File: config.mk
export PLATFORM = sky130hd
export DESIGN_NAME = alu_result_fifo_flat
export DESIGN_NICKNAME = d
export VERILOG_FILES = /design/src/rtl/alu_pkg.sv /design/src/rtl/alu_result_fifo_if.sv /design/src/rtl/alu_result_mem.sv /design/src/rtl/alu_result_fifo.sv /design/src/flat_wrapper.sv
export SDC_FILE = /design/constraint.sdc
export NUM_CORES = 1
export LEC_CHECK = 0
export ABC_AREA = 1
export BUFFER_PORTS_ARGS = -buffer_cell sky130_fd_sc_hd__buf_2
export CAP_MARGIN = 5
export CORE_UTILIZATION = 48
export CTS_BUF_LIST = sky130_fd_sc_hd__clkbuf_8
export DETAILED_ROUTE_END_ITERATION = 8
export PLACE_DENSITY = 0.79
export SYNTH_ARGS = -nofsm -noshare
export SYNTH_HDL_FRONTEND = slang
export SYNTH_HIERARCHICAL = 1
export SYNTH_SLANG_ARGS = --single-unit
File: constraint.sdc
create_clock -name clk -period 6.3 [get_ports clk]
set_input_delay 1.26 -clock clk [delete_from_list [all_inputs] [get_ports clk]]
set_output_delay 1.26 -clock clk [all_outputs]
set_load 0.01 [all_outputs]
File: src/rtl/alu_pkg.sv
// Shared ALU definitions: op-select encodings, data width, op width and
// the width of one buffered result entry {op, cout, overflow, zero, result}.
package alu_pkg;

    localparam int ALU_WIDTH   = 32;
    localparam int ALU_OP_W    = 3;
    localparam int ALU_ENTRY_W = ALU_WIDTH + 3 + ALU_OP_W;

    typedef enum logic [ALU_OP_W-1:0] {
        ALU_OP_ADD = 3'b000,
        ALU_OP_SUB = 3'b001,
        ALU_OP_AND = 3'b010,
        ALU_OP_OR  = 3'b011,
        ALU_OP_XOR = 3'b100,
        ALU_OP_SLT = 3'b101,
        ALU_OP_SLL = 3'b110,
        ALU_OP_SRL = 3'b111
    } alu_op_e;

endpackage

File: src/rtl/alu_result_fifo_if.sv
// Handshake bundle between the ALU, the result FIFO and its consumer.
//   in_*  : producer side (valid/ready, result, flags, op select)
//   out_* : consumer side (valid/ready, head result, flags, op select)
//   count : occupied entries, 0..DEPTH
// Modports: slave = the FIFO, master = the ALU/consumer environment.
interface alu_result_fifo_if
    import alu_pkg::*;
#(
    parameter int WIDTH = ALU_WIDTH,
    parameter int DEPTH = 4,
    parameter int OP_W  = ALU_OP_W
);
    logic                   in_valid;
    logic                   in_ready;
    logic [WIDTH-1:0]       in_result;
    logic                   in_zero;
    logic                   in_overflow;
    logic                   in_cout;
    logic [OP_W-1:0]        in_op;

    logic                   out_valid;
    logic                   out_ready;
    logic [WIDTH-1:0]       out_result;
    logic                   out_zero;
    logic                   out_overflow;
    logic                   out_cout;
    logic [OP_W-1:0]        out_op;

    logic [$clog2(DEPTH):0] count;

    modport slave (
        input  in_valid, in_result, in_zero, in_overflow, in_cout, in_op, out_ready,
        output in_ready, out_valid, out_result, out_zero, out_overflow, out_cout, out_op,
               count
    );

    modport master (
        output in_valid, in_result, in_zero, in_overflow, in_cout, in_op, out_ready,
        input  in_ready, out_valid, out_result, out_zero, out_overflow, out_cout, out_op,
               count
    );
endinterface

File: src/rtl/alu_result_mem.sv
// Entry storage for the ALU result FIFO: DEPTH x ENTRY_W, one synchronous
// write port and one asynchronous read port (read data follows raddr).
// Ports: clk, we, waddr, wdata, raddr, rdata. Contents are not reset.
module alu_result_mem
    import alu_pkg::*;
#(
    parameter int DEPTH   = 4,
    parameter int ENTRY_W = ALU_ENTRY_W,
    parameter int AW      = $clog2(DEPTH)
) (
    input  logic               clk,
    input  logic               we,
    input  logic [AW-1:0]      waddr,
    input  logic [ENTRY_W-1:0] wdata,
    input  logic [AW-1:0]      raddr,
    output logic [ENTRY_W-1:0] rdata
);
    logic [ENTRY_W-1:0] mem [DEPTH];

    always_ff @(posedge clk) begin
        if (we) begin
            mem[waddr] <= wdata;
        end
    end

    assign rdata = mem[raddr];
endmodule

File: src/rtl/alu_result_fifo.sv
// First-word-fall-through buffer behind the 32-bit ALU. Captures
// {op, cout, overflow, zero, result} on each accepted push and presents the
// oldest entry to the consumer through a valid/ready handshake.
// Ports:
//   clk, rst_n        : clock, asynchronous active-low reset
//   bus (slave)       : in_* producer channel, out_* consumer channel, count
// Optional feature (macro ALU_RESULT_STICKY_EN):
//   sticky_clr        : in,  clears the sticky overflow flag
//   sticky_overflow   : out, set by any accepted push carrying overflow=1;
//                       a set in the same cycle as a clear wins
module alu_result_fifo
    import alu_pkg::*;
#(
    parameter int WIDTH = ALU_WIDTH,
    parameter int DEPTH = 4,
    parameter int OP_W  = ALU_OP_W
) (
    input  logic              clk,
    input  logic              rst_n,
    alu_result_fifo_if.slave  bus
`ifdef ALU_RESULT_STICKY_EN
    ,
    input  logic              sticky_clr,
    output logic              sticky_overflow
`endif
);
    localparam int AW      = $clog2(DEPTH);
    localparam int CW      = AW + 1;
    localparam int ENTRY_W = WIDTH + 3 + OP_W;

    logic [AW-1:0]      wr_ptr;
    logic [AW-1:0]      rd_ptr;
    logic [CW-1:0]      count;
    logic               full;
    logic               empty;
    logic               push;
    logic               pop;
    logic [ENTRY_W-1:0] wdata;
    logic [ENTRY_W-1:0] rdata;

    assign full  = (count == CW'(DEPTH));
    assign empty = (count == '0);

    // in_ready depends only on full, so a full FIFO never accepts even when
    // the head is popped in the same cycle.
    assign push = bus.in_valid && !full;
    assign pop  = bus.out_ready && !empty;

    assign wdata = {bus.in_op, bus.in_cout, bus.in_overflow, bus.in_zero, bus.in_result};

    alu_result_mem #(
        .DEPTH   (DEPTH),
        .ENTRY_W (ENTRY_W),
        .AW      (AW)
    ) u_mem (
        .clk   (clk),
        .we    (push),
        .waddr (wr_ptr),
        .wdata (wdata),
        .raddr (rd_ptr),
        .rdata (rdata)
    );

    // Pointers wrap naturally because DEPTH is a power of two.
    always_ff @(posedge clk or negedge rst_n) begin
        if (!rst_n) begin
            wr_ptr <= '0;
            rd_ptr <= '0;
            count  <= '0;
        end else begin
            if (push) begin
                wr_ptr <= wr_ptr + AW'(1);
            end
            if (pop) begin
                rd_ptr <= rd_ptr + AW'(1);
            end
            case ({push, pop})
                2'b10:   count <= count + CW'(1);
                2'b01:   count <= count - CW'(1);
                default: count <= count;
            endcase
        end
    end

    assign bus.in_ready  = !full;
    assign bus.out_valid = !empty;
    assign bus.count     = count;

    // Storage is never cleared, so head data is masked while empty.
    always_comb begin
        bus.out_result   = '0;
        bus.out_zero     = 1'b0;
        bus.out_overflow = 1'b0;
        bus.out_cout     = 1'b0;
        bus.out_op       = '0;
        if (!empty) begin
            bus.out_result   = rdata[WIDTH-1:0];
            bus.out_zero     = rdata[WIDTH];
            bus.out_overflow = rdata[WIDTH+1];
            bus.out_cout     = rdata[WIDTH+2];
            bus.out_op       = rdata[ENTRY_W-1 -: OP_W];
        end
    end

`ifdef ALU_RESULT_STICKY_EN
    always_ff @(posedge clk or negedge rst_n) begin
        if (!rst_n) begin
            sticky_overflow <= 1'b0;
        end else if (push && bus.in_overflow) begin
            sticky_overflow <= 1'b1;
        end else if (sticky_clr) begin
            sticky_overflow <= 1'b0;
        end
    end
`endif
endmodule

File: src/flat_wrapper.sv
// flat-port wrapper written by rule: the top's interface ports become plain ports
module alu_result_fifo_flat import alu_pkg::*;
#(
    parameter int WIDTH = ALU_WIDTH,
    parameter int DEPTH = 4,
    parameter int OP_W  = ALU_OP_W
)
  (clk, rst_n, bus_in_valid, bus_in_result, bus_in_zero, bus_in_overflow, bus_in_cout, bus_in_op, bus_out_ready, bus_in_ready, bus_out_valid, bus_out_result, bus_out_zero, bus_out_overflow, bus_out_cout, bus_out_op, bus_count);
  alu_result_fifo_if #(.WIDTH(WIDTH), .DEPTH(DEPTH), .OP_W(OP_W)) bus_i ();
  input  logic clk;
  input  logic rst_n;
  input wire logic [$bits(bus_i.in_valid)-1:0] bus_in_valid;
  input wire logic [$bits(bus_i.in_result)-1:0] bus_in_result;
  input wire logic [$bits(bus_i.in_zero)-1:0] bus_in_zero;
  input wire logic [$bits(bus_i.in_overflow)-1:0] bus_in_overflow;
  input wire logic [$bits(bus_i.in_cout)-1:0] bus_in_cout;
  input wire logic [$bits(bus_i.in_op)-1:0] bus_in_op;
  input wire logic [$bits(bus_i.out_ready)-1:0] bus_out_ready;
  output wire logic [$bits(bus_i.in_ready)-1:0] bus_in_ready;
  output wire logic [$bits(bus_i.out_valid)-1:0] bus_out_valid;
  output wire logic [$bits(bus_i.out_result)-1:0] bus_out_result;
  output wire logic [$bits(bus_i.out_zero)-1:0] bus_out_zero;
  output wire logic [$bits(bus_i.out_overflow)-1:0] bus_out_overflow;
  output wire logic [$bits(bus_i.out_cout)-1:0] bus_out_cout;
  output wire logic [$bits(bus_i.out_op)-1:0] bus_out_op;
  output wire logic [$bits(bus_i.count)-1:0] bus_count;
  assign bus_i.in_valid = bus_in_valid;
  assign bus_i.in_result = bus_in_result;
  assign bus_i.in_zero = bus_in_zero;
  assign bus_i.in_overflow = bus_in_overflow;
  assign bus_i.in_cout = bus_in_cout;
  assign bus_i.in_op = bus_in_op;
  assign bus_i.out_ready = bus_out_ready;
  assign bus_in_ready = bus_i.in_ready;
  assign bus_out_valid = bus_i.out_valid;
  assign bus_out_result = bus_i.out_result;
  assign bus_out_zero = bus_i.out_zero;
  assign bus_out_overflow = bus_i.out_overflow;
  assign bus_out_cout = bus_i.out_cout;
  assign bus_out_op = bus_i.out_op;
  assign bus_count = bus_i.count;
  alu_result_fifo #(.WIDTH(WIDTH), .DEPTH(DEPTH), .OP_W(OP_W)) u_core (.clk(clk), .rst_n(rst_n), .bus(bus_i));
endmodule
==> results of run 1 <==
==> through the flow <==
step / instance area [um2] / utilization / instances
after floorplan: 7335 / - / 738
after global placement: 7835 / 0.5330 / 984
after detailed placement: 7835 / 0.5330 / 984
after CTS: 8264 / 0.5622 / 1016
after global routing: 8264 / 0.5622 / 1016
final: 8267 / 0.5624 / 1017
==> worst max-delay path: stages, from the launching register on <==
cell and delay [ns]:
dfrtp_2 0.95, inv_2 0.58, nand3_1 0.24, nand2_1 0.10, inv_1 0.10, nor2_4 0.04
buf_2 0.15
==> where the power goes <==
group,switching [uW],internal (uW),leakage [uW]
combinational,1030,548,0.00232
clock,363,429,0.000208
sequential,105,1390,0.00148
total,1490,2370,0.00400
==> registers in the layout, summed over array words and instances (netlist names) <==
signal            flops
u_core/bus.count      3
u_core/wr_ptr         2
u_core/rd_ptr         2
u_core/u_mem/mem    152
==> routing by layer <==
metal	wire length, um	track usage
met1	5438	0.2133
met2	6806	0.3180
met3	1033	0.05650
met4	132	0.06385
met5	8	0
==> placed cells by master, fill, tap and decap left out <==
cell type / count
nand2_1: 212
inv_1: 204
edfxtp_1: 152
buf_2: 84
nand3_1: 81
nor2_4: 21
nor2_1: 18
clkbuf_8: 17
buf_4: 7
clkinv_4: 5
dfrtp_1: 5
bufinv_16: 4
inv_2: 4
nor3_2: 4
clkinv_1: 3
clkinvlp_4: 2
dfrtp_2: 2
diode_2: 1
clkinv_2: 1
nand2_4: 1
o21ai_0: 1
nand4_1: 1
xnor2_1: 1
fa_1: 1
ha_1: 1
==> cell usage after synthesis <==
cell / n / area share
buf_12: 2 / 0.0055
buf_2: 16 / 0.011
buf_4: 2 / 0.0020
buf_6: 6 / 0.0092
buf_8: 1 / 0.0020
clkbuf_1: 2 / 0.0010
dfrtp_1: 7 / 0.024
edfxtp_1: 152 / 0.62
fa_1: 1 / 0.0027
ha_1: 1 / 0.0017
inv_1: 205 / 0.10
inv_2: 3 / 0.0015
nand2_1: 212 / 0.11
nand2_4: 1 / 0.0015
nand3_1: 81 / 0.055
nand4_1: 1 / 0.00085
nor2_1: 18 / 0.0092
nor2_4: 21 / 0.032
nor3_1: 4 / 0.0027
o21ai_0: 1 / 0.00068
xnor2_1: 1 / 0.0012
==> worst max-delay path by stage <==
stage               slack (ns)             start                     end
finish                    2.44  u_core/rd_ptr[1]      bus_out_result[26]
global route              2.24  u_core/rd_ptr[1]      bus_out_result[21]
floorplan                 1.75      bus_in_valid  u_core/u_mem/mem[2][0]
detailed placement        2.86  u_core/rd_ptr[1]      bus_out_result[26]
CTS                       2.36  u_core/rd_ptr[1]      bus_out_result[26]
global placement          2.86  u_core/rd_ptr[1]      bus_out_result[21]
==> cell type report <==
| class | count | share of cell area |
|---|---|---|
| antenna | 1 | 0.0003027 |
| clock buffer | 17 | 0.02830 |
| clock inverter | 15 | 0.02361 |
| inverter | 208 | 0.09445 |
| multi-input combinational | 342 | 0.1946 |
| sequential | 159 | 0.5736 |
| tap | 184 | 0.02785 |
| timing repair buffer | 91 | 0.05721 |
==> cells by family after synthesis <==
kind of cell	count (synthesis)	share of synthesized area
AO/OA/AOI/OAI	1	0.0006817
XOR/XNOR	1	0.001194
adder cells (fa/ha/maj)	2	0.004435
buffers and inverters	237	0.1372
flip-flops	159	0.6462
AND/OR/NAND/NOR	338	0.2103
==> metrics.md, run 1 <==
| Metric | Value |
|---|---|
| Power per standard cell area | about 470 nW/um2 |
| Library cells used by synthesis | 21 |
| Maxcap violations | 0 |
| Setup bufs post-CTS | 0 |
| Clock Skews | ~0.008 ns |
| Critical Path RT | between 5 and 6 ns |
| Fmax | about 260 MHz |
| Max FO, Critical Path | 42 |
| Hold path startpoint | u_core/bus.count[2] |
| Ports | 85 |
| Worst reg2reg path startpoint | u_core/bus.count[1] |
| Via density | about 4.6 |
| Placement row count | 44 |
| Status | finished, violations left |
| Crit path setup slack, layout | approximately 2.4 ns |
| Worst slew pin tran | 0.8697 ns |
| First-pass GRT wire length | around 22 mm |
| Syn_nets | approximately 780 |
| Worst r2r path cells | 7 |
| FF-to-FF setup slack | between 4 and 5 ns |
| RR Endpoint | u_core/u_mem/mem[1][21] |
| Nets | ~860 |
| Number of global-route vias before repair | 4,599 |
| Setup TNS | 0 ns |
| Initial Util | 0.4990 |
| Grt ovf | 0 |
| Violated checks | DRC |
| H-tree depth | 4 |
| Kind of critical path | reg -> out |
| Die area | ~16,000 um2 |
| Yosys warns | 6 |
| Pleak | about 0.0040 uW |
| Fillers | 1,199 |
| Place WS | 2.862 ns |
| Skew-Pair Late Insertion Delay | between 0.4 and 0.5 ns |
| Root Buffer | clkbuf_8 |
| Routability cong. | between 0.7 and 0.8 |
| Core Region | roughly 15,000 um2 |
| Final HPWL DP | approximately 7.8 mm |
| Netlist area before placement | around 7300 um2 |
| Endpoints failing setup | 0 |
| Worst VDD drop | approximately 0.36 mV |
| Share of cells above drive strength 1 | 0.1827 |
| Area growth from synthesis to layout | 12.71% |
| Hold slack | roughly 0.55 ns |
| Antenna-violating nets left | 0 |
| WL/cell | ~13 um |
| Clock slew at reported path FFs | roughly 0.080 ns |
| Avg Inst Size Synth | around 10 um2 |
| Port bufs | 84 |
| Aggregate routed wire length | ~13 mm |
| # DRC | 6 |
| Fin crit period | roughly 3.9 ns |
| Largest net degree at the start of global routing | 80 |
| Critical path endpoint category | output pin |
| Area occupied by registers | about 4700 um2 |
| Post-synthesis sequential area ratio | 0.6462 |
| Final Hold Vio Count | 0 |
| Combined area of the multi-input logic cells | ~1600 um2 |
| Final count of pins violating max slew | 0 |
| Via count | 4,727 |
| CTS tree | done |
| Synth Instances | roughly 740 |
| RSZ-0062 raised after global routing | false |
| Tot Pwr | 3862 uW |
| Tot GR Track Use | 0.1826 |
| #FFs+latches synth | roughly 160 |
| Post-CTS resize count | 0 |
| CP startpoint kind | register |
| Slew HR | 0.4202 |
| WP data arrival | roughly 2.6 ns |
| CTS Sinks | between 150 and 200 |
| Hold Path Stages | 2 |
| Die span in y | 125.6 um |
| Initial DRC count | ~330 |
| Final worst path period share | 0.6131 |
| Drt pass-1 iters | 7 |
| Clk buf depth | 2 |
| CTS Hold Buffers Added | 0 |
| Worst hold path type | reg -> reg |
| TritonCTS buffer count | 17 |
| Hold Path End | u_core/bus.count[2] |
| Die Wd | approximately 130 um |
| Antenna violations before repair | 2 |
Note: power is estimated with default switching activity, not from simulation.
==> run 2: changes to the inputs <==
==> constraint.sdc (replaced) <==
create_clock -name clk -period 3.7 [get_ports clk]
set_input_delay 0.74 -clock clk [delete_from_list [all_inputs] [get_ports clk]]
set_output_delay 0.74 -clock clk [all_outputs]
set_load 0.01 [all_outputs]
==> run 2 against run 1 <==
The run still ends with DRC left. Critical endpoint is now bus_out_op[1]. Die area did not move. Power rose by 72%. Register-to-register slack got worse by 2.6 ns. Clock-buffer cell count did not move. Clock skew rose by 0.0027 ns. Cell count rose by 0.39%. Non-clock buffer count rose by 5. Highest routed layer unchanged. Sequential cell count did not move. Sequential power rose by 65%.
==> metrics.md, run 2 (synthesis results as in run 1) <==
| Metric | Value |
|---|---|
| Placement row count | 44 (unchanged) |
| Worst VDD drop | 0.5045 mV (+39%) |
| Place WS | 1.311 ns (-1.551 ns) |
| Clock slew at reported path FFs | 0.09 ns (about the same) |
| CTS Hold Buffers Added | 0 (unchanged) |
| Port bufs | 84 (unchanged) |
| Routability cong. | 0.7311 (+0.27%) |
| Antenna Cells | 0 (-1) |
| Core Region | 14,700 um2 (unchanged) |
| Die Wd | 125.6 um (unchanged) |
| TritonCTS buffer count | 17 (unchanged) |
| Antenna-violating nets left | 0 (unchanged) |
| Initial DRC count | 232 (-29%) |
| Grt ovf | 0 (unchanged) |
| Worst hold path type | in -> async |
| Biggest regs | u_core/u_mem/mem (152), u_core/bus.count (3) |
| Final count of pins violating max slew | 0 (unchanged) |
| CTS tree | done |
| Share of cells above drive strength 1 | 0.1900 (+0.007272) |
| Status | finished, violations left |
| Final worst path period share | 0.7740 |
| Worst Path Buf+Inv | 4 (+1) |
| Via count | 4,740 (+0.28%) |
| Slew HR | 0.4348 (+0.01458) |
| Fmax | 349.2 MHz |
| Cell Chain, Critical Path | inv_2 > buf_12 > nand2_1 > nand3_1 > nand2_1 > inv_1 > nor2_4 > buf_2 |
| Crit-path max cell delay | 0.41 ns (-0.54 ns) |
| Largest net degree at the start of global routing | 80 (unchanged) |
| Area growth from synthesis to layout | 13.39% |
| Placed cells | 989 (+0.51%) |
| Leading cell type in the layout, fill and taps excluded | nand2_1 |
| Slowest CP cell | dfrtp_2 |
| Clk buf depth | 2 (unchanged) |
| Root Buffer | clkbuf_8 |
| Antenna violations before repair | 1 (-1) |
| RSZ-0062 raised after global routing | false |
| Number of global-route vias before repair | 4,639 (+0.87%) |
| Max FO, Critical Path | 50 (+19%) |
| Drt pass-1 iters | 7 (unchanged) |
| Commonest cells after routing, fill and taps aside | nand2_1, inv_1, edfxtp_1 |
| Crit path setup slack, layout | 0.8362 ns (-1.602 ns) |
| Die span in y | 125.6 um (unchanged) |
| Endpoints failing setup | 0 (unchanged) |
| Clock Skews | 0.01074 ns (+0.002659 ns) |
| Area occupied by registers | 4742 um2 (unchanged) |
| Kind of critical path | reg -> out |
| Top delay family on crit path | buffers and inverters |
| Aggregate routed wire length | 13.42 mm (about the same) |
| Pleak | 0.004037 uW (+0.89%) |
| Post-CTS resize count | 0 (unchanged) |
| Maxcap violations | 0 (unchanged) |
| Die area | 15,780 um2 (unchanged) |
| First-pass GRT wire length | 22.27 mm (+1.2%) |
| Largest register FFs | 152 (unchanged) |
| Final Non-Filler Cells | 1,021 (+0.39%) |
| WP data arrival | 2.12 ns (-0.48 ns) |
| Worst slew pin tran | 0.8478 ns (-0.02187 ns) |
| Setup TNS | 0 ns (unchanged) |
| Violated checks | DRC |
| Power per standard cell area | 797.2 nW/um2 (+71%) |
| Critical path endpoint category | output pin |
| Tot Pwr | 6630 uW (+72%) |
| Final Hold Vio Count | 0 (unchanged) |
| Fillers | 1,206 (+0.58%) |
| Combined area of the multi-input logic cells | 1609 um2 (unchanged) |
| Fin crit period | 2.864 ns |
| CP dominant cell by count | nand2_1 |
| CP startpoint kind | register |
| WL/cell | 13.14 um (-0.41%) |
| Setup bufs post-CTS | 0 (unchanged) |
| H-tree depth | 4 (unchanged) |
| Initial Util | 0.4990 (unchanged) |
| Tot GR Track Use | 0.1840 (+0.001491) |
| Ports | 85 (unchanged) |
| Final HPWL DP | 8.163 mm (+5.2%) |
| Top reg by flops | u_core/u_mem/mem |
| Nets | 868 (+0.58%) |
| Critical Path RT | 2.96 ns (-2.08 ns) |
| Skew-Pair Late Insertion Delay | 0.44 ns (about the same) |
| # DRC | 3 (-3) |
| CTS Sinks | 159 (unchanged) |
| Via density | 4.643 (-0.12%) |
-- run 2: changes by cell type in the layout (fill, tap and decap cells not counted) --
cell / delta
clkinvlp_4: -1
bufinv_16: -1
diode_2: -1
inv_6: +5
clkinv_4: -1
buf_4: +3
clkinv_1: -2
buf_12: +2
-- run 2: worst paths after layout --
| check | end | cells after the start | start | slack (ns) |
|---|---|---|---|---|
| max in group asynchronous | u_core/rd_ptr[1] | 1 | rst_n | 3.41 |
| min reg2reg | u_core/bus.count[2] | 2 | u_core/bus.count[2] | 0.54 |
| min | u_core/bus.count[1] | 1 | rst_n | 0.12 |
| max reg2reg | u_core/u_mem/mem[2][23] | 7 | u_core/bus.count[0] | 1.81 |
| min in group clk | u_core/u_mem/mem[0][12] | 1 | bus_in_result[12] | 0.51 |
| max | bus_out_op[1] | 8 | u_core/rd_ptr[0] | 0.84 |
-- run 2: final cells by class --
cell class	instances	area share
Timing Repair Buffer	96	0.06439
Multi-Input combinational cell	342	0.1935
Inverter	208	0.09388
Tap cell	184	0.02768
Clock inverter	15	0.02227
Sequential cell	159	0.5702
Clock buffer	17	0.02813
-- run 2: through the flow --
| step | hold slack (ns) | cell area (um2) | utilization |
|---|---|---|---|
| after global placement | 0.5180 | 7898 | 0.5373 |
| final | 0.1158 | 8317 | 0.5658 |
| after CTS | 0.08943 | 8317 | 0.5658 |
| after global routing | 0.09857 | 8317 | 0.5658 |
| after detailed placement | 0.5221 | 7898 | 0.5373 |
| after floorplan | 0.4444 | 7335 | - |
-- run 2: report_power, final --
group	total, uW	internal (uW)	switching, uW
sequential	2470	2360	108
combinational	2850	981	1860
clock	1310	678	634
-- run 2: per-layer routing --
metal	vias to the layer above	wire, um	global-route usage
met2	151	6714	0.3111
li1	2413	-	-
met1	2156	5486	0.2256
met4	2	173	0.05954
met3	18	1029	0.05650
met5	-	13	0
